File: src/rtl/sram_init_arbiter_if.sv
// rtl/sram_init_arbiter_if.sv - requester, response and SRAM port bundle for sram_init_arbiter
interface sram_init_arbiter_if #(
  parameter int ADDR_W = 5,
  parameter int DATA_W = 112
);
  logic              req0_valid;
  logic              req0_ready;
  logic              req0_wen;
  logic [ADDR_W-1:0] req0_addr;
  logic [DATA_W-1:0] req0_wdata;
  logic              rsp0_valid;

  logic              req1_valid;
  logic              req1_ready;
  logic              req1_wen;
  logic [ADDR_W-1:0] req1_addr;
  logic [DATA_W-1:0] req1_wdata;
  logic              rsp1_valid;

  logic [DATA_W-1:0] rsp_rdata;

  logic              sram_en;
  logic              sram_wen;
  logic [ADDR_W-1:0] sram_addr;
  logic [DATA_W-1:0] sram_wdata;
  logic [DATA_W-1:0] sram_rdata;

  modport slave (
    input  req0_valid, req0_wen, req0_addr, req0_wdata,
    input  req1_valid, req1_wen, req1_addr, req1_wdata,
    output req0_ready, req1_ready, rsp0_valid, rsp1_valid, rsp_rdata,
    output sram_en, sram_wen, sram_addr, sram_wdata,
    input  sram_rdata
  );

  modport master (
    output req0_valid, req0_wen, req0_addr, req0_wdata,
    output req1_valid, req1_wen, req1_addr, req1_wdata,
    input  req0_ready, req1_ready, rsp0_valid, rsp1_valid, rsp_rdata,
    input  sram_en, sram_wen, sram_addr, sram_wdata,
    output sram_rdata
  );
endinterface

File: src/rtl/sram_init_arbiter.sv
// rtl/sram_init_arbiter.sv - SRAM clear sequencer plus two-way round-robin port arbiter
module sram_init_arbiter #(
  parameter int                ADDR_W     = 5,
  parameter int                DATA_W     = 112,
  parameter int                DEPTH      = 32,
  parameter logic [DATA_W-1:0] INIT_VALUE = {DATA_W{1'b0}}
) (
  input  logic             clk,
  input  logic             rst_n,
  input  logic             init_req,
  output logic             init_done,
  sram_init_arbiter_if.slave bus
);
  typedef enum logic [1:0] {IDLE, INIT, RUN} state_t;

  state_t            state;
  logic [ADDR_W-1:0] init_cnt;
  logic              rr_ptr;
  logic              gnt0;
  logic              gnt1;

  // A pending init_req blocks the grant so the clear starts on a quiet port.
  always_comb begin
    gnt0 = 1'b0;
    gnt1 = 1'b0;
    if (state == RUN && !init_req) begin
      gnt0 = bus.req0_valid && (!bus.req1_valid || !rr_ptr);
      gnt1 = bus.req1_valid && (!bus.req0_valid ||  rr_ptr);
    end
  end

  assign init_done     = (state == RUN);
  assign bus.req0_ready = gnt0;
  assign bus.req1_ready = gnt1;
  assign bus.rsp_rdata  = bus.sram_rdata;

  always_comb begin
    bus.sram_en    = 1'b0;
    bus.sram_wen   = 1'b0;
    bus.sram_addr  = init_cnt;
    bus.sram_wdata = INIT_VALUE;
    if (state == INIT) begin
      bus.sram_en  = 1'b1;
      bus.sram_wen = 1'b1;
    end else if (gnt0) begin
      bus.sram_en    = 1'b1;
      bus.sram_wen   = bus.req0_wen;
      bus.sram_addr  = bus.req0_addr;
      bus.sram_wdata = bus.req0_wdata;
    end else if (gnt1) begin
      bus.sram_en    = 1'b1;
      bus.sram_wen   = bus.req1_wen;
      bus.sram_addr  = bus.req1_addr;
      bus.sram_wdata = bus.req1_wdata;
    end
  end

  always_ff @(posedge clk) begin
    if (!rst_n) begin
      state          <= IDLE;
      init_cnt       <= '0;
      rr_ptr         <= 1'b0;
      bus.rsp0_valid <= 1'b0;
      bus.rsp1_valid <= 1'b0;
    end else begin
      bus.rsp0_valid <= gnt0 && !bus.req0_wen;
      bus.rsp1_valid <= gnt1 && !bus.req1_wen;
      case (state)
        IDLE: begin
          state    <= INIT;
          init_cnt <= '0;
        end
        INIT: begin
          if (init_cnt == ADDR_W'(DEPTH - 1)) begin
            state    <= RUN;
            init_cnt <= '0;
          end else begin
            init_cnt <= init_cnt + ADDR_W'(1);
          end
        end
        RUN: begin
          if (init_req) begin
            state    <= INIT;
            init_cnt <= '0;
          end else if (gnt0) begin
            rr_ptr <= 1'b1;
          end else if (gnt1) begin
            rr_ptr <= 1'b0;
          end
        end
        default: begin
          state    <= IDLE;
          init_cnt <= '0;
        end
      endcase
    end
  end
endmodule

File: src/flat_wrapper.sv
// flat-port wrapper written by rule: the top's interface ports become plain ports
module sram_init_arbiter_flat 
#(
  parameter int                ADDR_W     = 5,
  parameter int                DATA_W     = 112,
  parameter int                DEPTH      = 32,
  parameter logic [DATA_W-1:0] INIT_VALUE = {DATA_W{1'b0}}
)
  (clk, rst_n, init_req, init_done, bus_req0_valid, bus_req0_wen, bus_req0_addr, bus_req0_wdata, bus_req1_valid, bus_req1_wen, bus_req1_addr, bus_req1_wdata, bus_req0_ready, bus_req1_ready, bus_rsp0_valid, bus_rsp1_valid, bus_rsp_rdata, bus_sram_en, bus_sram_wen, bus_sram_addr, bus_sram_wdata, bus_sram_rdata);
  sram_init_arbiter_if #(.ADDR_W(ADDR_W), .DATA_W(DATA_W)) bus_i ();
  input  logic clk;
  input  logic rst_n;
  input  logic init_req;
  output logic init_done;
  input wire logic [$bits(bus_i.req0_valid)-1:0] bus_req0_valid;
  input wire logic [$bits(bus_i.req0_wen)-1:0] bus_req0_wen;
  input wire logic [$bits(bus_i.req0_addr)-1:0] bus_req0_addr;
  input wire logic [$bits(bus_i.req0_wdata)-1:0] bus_req0_wdata;
  input wire logic [$bits(bus_i.req1_valid)-1:0] bus_req1_valid;
  input wire logic [$bits(bus_i.req1_wen)-1:0] bus_req1_wen;
  input wire logic [$bits(bus_i.req1_addr)-1:0] bus_req1_addr;
  input wire logic [$bits(bus_i.req1_wdata)-1:0] bus_req1_wdata;
  output wire logic [$bits(bus_i.req0_ready)-1:0] bus_req0_ready;
  output wire logic [$bits(bus_i.req1_ready)-1:0] bus_req1_ready;
  output wire logic [$bits(bus_i.rsp0_valid)-1:0] bus_rsp0_valid;
  output wire logic [$bits(bus_i.rsp1_valid)-1:0] bus_rsp1_valid;
  output wire logic [$bits(bus_i.rsp_rdata)-1:0] bus_rsp_rdata;
  output wire logic [$bits(bus_i.sram_en)-1:0] bus_sram_en;
  output wire logic [$bits(bus_i.sram_wen)-1:0] bus_sram_wen;
  output wire logic [$bits(bus_i.sram_addr)-1:0] bus_sram_addr;
  output wire logic [$bits(bus_i.sram_wdata)-1:0] bus_sram_wdata;
  input wire logic [$bits(bus_i.sram_rdata)-1:0] bus_sram_rdata;
  assign bus_i.req0_valid = bus_req0_valid;
  assign bus_i.req0_wen = bus_req0_wen;
  assign bus_i.req0_addr = bus_req0_addr;
  assign bus_i.req0_wdata = bus_req0_wdata;
  assign bus_i.req1_valid = bus_req1_valid;
  assign bus_i.req1_wen = bus_req1_wen;
  assign bus_i.req1_addr = bus_req1_addr;
  assign bus_i.req1_wdata = bus_req1_wdata;
  assign bus_req0_ready = bus_i.req0_ready;
  assign bus_req1_ready = bus_i.req1_ready;
  assign bus_rsp0_valid = bus_i.rsp0_valid;
  assign bus_rsp1_valid = bus_i.rsp1_valid;
  assign bus_rsp_rdata = bus_i.rsp_rdata;
  assign bus_sram_en = bus_i.sram_en;
  assign bus_sram_wen = bus_i.sram_wen;
  assign bus_sram_addr = bus_i.sram_addr;
  assign bus_sram_wdata = bus_i.sram_wdata;
  assign bus_i.sram_rdata = bus_sram_rdata;
  sram_init_arbiter #(.ADDR_W(ADDR_W), .DATA_W(DATA_W), .DEPTH(DEPTH), .INIT_VALUE(INIT_VALUE)) u_core (.clk(clk), .rst_n(rst_n), .init_req(init_req), .init_done(init_done), .bus(bus_i));
endmodule
File: config.mk
export PLATFORM = sky130hd
export DESIGN_NAME = sram_init_arbiter_flat
export DESIGN_NICKNAME = d
export VERILOG_FILES = /design/src/rtl/sram_init_arbiter_if.sv /design/src/rtl/sram_init_arbiter.sv /design/src/flat_wrapper.sv
export SDC_FILE = /design/constraint.sdc
export NUM_CORES = 1
export LEC_CHECK = 0
export ABC_AREA = 1
export CAP_MARGIN = 40
export CELL_PAD_IN_SITES_DETAIL_PLACEMENT = 0
export CELL_PAD_IN_SITES_GLOBAL_PLACEMENT = 1
export CORE_AREA = 2 2 228 230
export CTS_CLUSTER_DIAMETER = 30
export DETAILED_ROUTE_END_ITERATION = 8
export DIE_AREA = 0 0 230 232
export GPL_TIMING_DRIVEN = 0
export HOLD_SLACK_MARGIN = 0.08
export PLACE_DENSITY = 0.63
export SKIP_CTS_REPAIR_TIMING = 1
export SYNTH_ARGS = -nofsm -noshare
export SYNTH_HDL_FRONTEND = slang
export SYNTH_SLANG_ARGS = --single-unit
File: constraint.sdc
create_clock -name clk -period 1.29 [get_ports clk]
set_input_delay 0.258 -clock clk [delete_from_list [all_inputs] [get_ports clk]]
set_output_delay 0.258 -clock clk [all_outputs]
set_load 0.05 [all_outputs]
# After elaboration in Yosys (flattened, before gate mapping)
# Cells that the tools add are included.
# classes
n_addsub	1
eq_ne	5
muxes	22
bitwise	1
n_reduce_logical	17
# ops
cell	count
$mux W112	3
$mux W5	5
$mux W1	10
$pmux W5 S2	1
$logic_not A1 Y1	6
$pmux W2 S3	1
$add A5 B1 Y5 const B	1
$eq A5 B5 Y1 const B	1
$logic_and A1 B1 Y1	5
$mux W2	2
$ne A2 B2 Y1 const B	2
$reduce_and A3 Y1	1
$eq A2 B1 Y1 const B	1
$eq A2 B2 Y1 const B	1
$logic_not A2 Y1	1
$logic_or A1 B1 Y1	2
$reduce_and A2 Y1	1
$reduce_bool A2 Y1	1
$not A1 Y1	1
# totals
register_bits	10
in_bits	353

# Longest topological paths before layout
# logic_depth
depth_word	7
depth_mapped	9
mapped_depth_nobuf	9

# Least setup slack after synthesis
# No wires, ideal clock.
# synth_path
kind	reg-to-output
start	register u_core.rr_ptr
end	output bus_sram_wdata[102]
arrival_ps	1565
t_required_ps	1032
path_slack_ps	-533
path_stages_with_launch	8
cell_sequence	dfxtp_1 inv_1 a21oi_4 nand2_2 clkinv_2 buf_2 nand2_1 nand2_1
# synth_via
elab_chain_len	6
word_cells_on_any_way	10
# synth_lines
item	line_no	text
start, declared	sram_init_arbiter.sv:18	logic rr_ptr;
start signal, assigned	sram_init_arbiter.sv:62	rr_ptr <= 1'b0;
start signal, assigned	sram_init_arbiter.sv:86	rr_ptr <= 1'b1;
start signal, assigned	sram_init_arbiter.sv:88	rr_ptr <= 1'b0;
$logic_or A1 B1 Y1	sram_init_arbiter.sv:28	gnt1 = bus.req1_valid && (!bus.req0_valid || rr_ptr);
$logic_and A1 B1 Y1	sram_init_arbiter.sv:28	
$mux W1	sram_init_arbiter.sv:26	if (state == RUN && !init_req) begin
net bus_req1_ready	flat_wrapper.sv:24	output wire logic [$bits(bus_i.req1_ready)-1:0] bus_req1_ready;
$mux W112	sram_init_arbiter.sv:50	end else if (gnt1) begin
$mux W112	sram_init_arbiter.sv:45	end else if (gnt0) begin
$mux W112	sram_init_arbiter.sv:42	if (state == INIT) begin
end, declared	flat_wrapper.sv:31	output wire logic [$bits(bus_i.sram_wdata)-1:0] bus_sram_wdata;
# The timed path passes the listed nets, and every way through them passes these cells.

# Worst setup path after layout
# layout_path
start	register u_core.state[0]
end	output bus_sram_wdata[56]
# layout_via
elab_chain_len	6
word_cells_on_any_way	8
# layout_lines
item	line_no	text
start, declared	sram_init_arbiter.sv:16	state_t state;
start signal, assigned	sram_init_arbiter.sv:60	state <= IDLE;
start signal, assigned	sram_init_arbiter.sv:70	state <= INIT;
start signal, assigned	sram_init_arbiter.sv:75	state <= RUN;
$eq A2 B2 Y1	sram_init_arbiter.sv:26	
$logic_and A1 B1 Y1	sram_init_arbiter.sv:26	
$mux W1	sram_init_arbiter.sv:26	
$mux W112	sram_init_arbiter.sv:50	
$mux W112	sram_init_arbiter.sv:45	
$mux W112 (*)	sram_init_arbiter.sv:42	
# Mark *: on every way between the ends. The rest lies on a longest branch, timed or not.

==> flow_summary.ini <==
[power]
seq_power_share_pct = 10.1
intPower_mw = 1.96
power.net_switching_mw = 1.20
power-per-cell-area_nw_per_um2 = 287
sw_frac_of_total_pct = 38.0
p_leak_nw = 4.75
p_comb_share_pct = 70.4
clockPowerShare_pct = 19.4
ir_worst_vdd_mv = 0.309

[synthesis]
ys_seq_elements = 10
netlist_area_um2 = 2950
yosysSeqAreaShare_pct = 6.78
avgSynthCellArea_um2 = 5.18
yosys_warnings = 0
synth_cells = 570
synth_area_leader_cell = nand2_1
synth_nets = 925
synth_cell_types = 19
synth_top_cells_by_area = nand2_1, buf_4, dfxtp_1
synth_top_area_share_pct = 46.2

[critical_path]
cp-end-kind = output pin
cpMostUsedCell = nand2_4
cp_slowest_stage_delay_ns = 0.30
critPathTopFamily = buffers and inverters
rr_endpoint = u_core.init_cnt[2]$_SDFFE_PN0P_
worst_setup_path_start_kind = flip-flop
path_class = flip-flop to output pin
required_ns = 1.03
path_cells = inv_2 -> nand2_4 -> nor2_4 -> nand2_4 -> clkinv_8 -> buf_12 -> buf_12 -> nand2_1 -> nand2_4 -> buf_8
critPathSlowestCell = dfxtp_1
reg2reg_from = u_core.init_cnt[0]$_SDFFE_PN0P_
cp_data_arrival_time_ns = 1.78
cp.buffers_inverters = 5
worst-path-max-fanout = 10
regToRegSetupSlack_ns = -0.12
reg2regPathDepth = 9
cp-endpoint = bus_sram_wdata[56]
path_depth = 10
crit_start = u_core.state[0]$_SDFFE_PN0P_

[timing]
setup_ws_ns = -0.753
hold_violations = 0
tightest_slew_ns = 0.599
slew_violations = 0
whs_ns = 0.458
period_share_pct = 158
period_needed_ns = 2.04
clock_skew_ns = 0.00376
slew_headroom_pct = 59.9
rsz0062_at_grt = true
max_freq_ghz = 0.490
setup_viol = 239

[final_layout]
multi_input_area_um2 = 3290
num_antenna_cells = 0
fillers = 5536
syn2layout_area_growth_pct = 274
nets = 1425
finalNonFillerCells = 1749
drive_gt1_share_pct = 47.2
register_area_um2 = 203

[detailed_routing]
first_pass_iters = 4
vias = 5199
ant_nets = 0
wl_um = 22700
drt_iter0_markers = 99
wire_per_inst_um = 13.0
viasPerCell = 2.97
drc_errors = 0

[clock_network]
root_buffer = clkbuf_16
htree_num_levels = 1
numCtsBuffers = 3
cts_tree = built
clock_latency_ns = 0.24
clk_path_buf_depth = 2
clk_pin_slew_ns = 0.04
clock-sinks = 10

[placed_design]
gp_congestion = 0.807
port_buffers = 476
hpwl_um = 19000
place_inst = 1726

[global_route]
grt_pass1_vias = 5057
grt_pass1_wl_um = 29300
grt.overflow.total = 0
grt_max_degree = 11
antenna_found_initial = 0
track_usage_pct = 6.98

[floorplan]
rows = 83
die_w_um = 230
ios = 589
die_h_um = 232
core-area_um2 = 50900
initial_core_util_pct = 5.80
die_area_um2 = 53400

[outcome]
failed_checks = negative setup slack
outcome = finished with violations

[hold_path]
hp-class = input pin to flip-flop

[run]
maxCapViolations = 0
tightest hold or removal path, delay by kind of cell:
| kind | cells | cell delay, ns |
|---|---|---|
| compound gates | 1 | 0.09 |
| buf+inv | 1 | 0.15 |
| simple gates | 2 | 0.15 |
stage by stage:
| step | cell area [um2] | setup slack [ns] | util [%] | total power, mW | TNS, ns |
|---|---|---|---|---|---|
| after CTS | 10100 | -1.89 | 19.9 | 3.15 | -216.63 |
| final | 11000 | -0.753 | 21.7 | 3.16 | -95.05 |
| after global routing | 11000 | -0.856 | 21.7 | 3.29 | -110.24 |
| after global placement | 10000 | -1.88 | 19.7 | 2.51 | -216.02 |
| after floorplan | 4400 | -0.323 | - | 1.34 | -26.70 |
| after detailed placement | 10000 | -1.88 | 19.7 | 2.52 | -216.66 |
synth_stat cells:
cell type	n
nand2_1	363
buf_4	112
buf_6	14
nor2_1	14
inv_1	12
buf_2	10
dfxtp_1	10
nand3b_1	10
a21oi_1	6
nand3_1	4
nor3_1	3
a21oi_4	2
ha_1	2
inv_2	2
nand2_2	2
clkbuf_1	1
clkinv_2	1
nor2_4	1
o21ai_0	1
registers in the layout, summed over array words and instances (netlist names):
register / count
u_core.bus.rsp0_valid: 1
u_core.bus.rsp1_valid: 1
u_core.init_cnt: 5
u_core.rr_ptr: 1
u_core.state: 2
cell type report:
| class | instances | area share, % |
|---|---|---|
| timing repair buffer | 495 | 47.9 |
| clock buffer | 4 | 0.806 |
| multi-input combinational | 408 | 29.8 |
| buffer | 137 | 11.1 |
| tap | 680 | 7.71 |
| sequential | 10 | 1.84 |
| inverter | 15 | 0.737 |
layer usage:
layer / global-route usage (%) / part of all wire, %
met4: 1.73 / 0.94
met3: 1.74 / 7.7
met5: 0 / 0
met2: 13.1 / 54
met1: 7.78 / 37
power groups by stage:
stage | sequential, mW | combinational [mW] | clock, mW
floorplan | 0.325 | 1.02 | 0
global placement | 0.326 | 2.19 | 0
detailed placement | 0.326 | 2.19 | 0
CTS | 0.320 | 2.20 | 0.631
global route | 0.320 | 2.31 | 0.658
finish | 0.320 | 2.23 | 0.615
cells in the final DEF, fill, tap and decap left out:
cell type and n:
inv_2 2, nand2_1 156, o21ai_0 1, clkinv_8 2, nor2_4 6, inv_1 11, nor3_1 3, clkbuf_2 4
dlymetal6s2s_1 3, clkdlybuf4s50_1 352, buf_6 4, nor2_1 9, clkbuf_4 30, nand3_4 1, nand2_8 32, dfxtp_2 2
ha_1 2, nand3b_1 10, buf_2 1, buf_4 148, a21oi_1 6, buf_12 16, dfxtp_1 8, nand3_1 3
buf_16 2, clkbuf_16 12, clkbuf_8 1, nand2_2 49, nand2_4 128, a21oi_4 2, buf_8 63
kinds of logic after synthesis:
logic type      synth area share [%]
simple gates                    52.5
flops                           6.78
compound gates                  2.29
buf+inv                         37.6
fa+ha+maj                      0.848
how the worst min path moves through the flow:
stage,cells past startpoint,from,endpoint
2_1_floorplan,1,bus_req0_wen,u_core.bus.rsp0_valid$_SDFF_PN0_
3_3_place_gp,2,u_core.init_cnt[4]$_SDFFE_PN0P_,u_core.init_cnt[4]$_SDFFE_PN0P_
3_5_place_dp,2,u_core.rr_ptr$_SDFFE_PN0P_,u_core.rr_ptr$_SDFFE_PN0P_
4_1_cts,2,u_core.rr_ptr$_SDFFE_PN0P_,u_core.rr_ptr$_SDFFE_PN0P_
5_1_grt,4,bus_req0_valid,u_core.bus.rsp1_valid$_SDFF_PN0_
6_report,4,bus_req0_valid,u_core.bus.rsp1_valid$_SDFF_PN0_
Power figures use the tool's default switching activity.
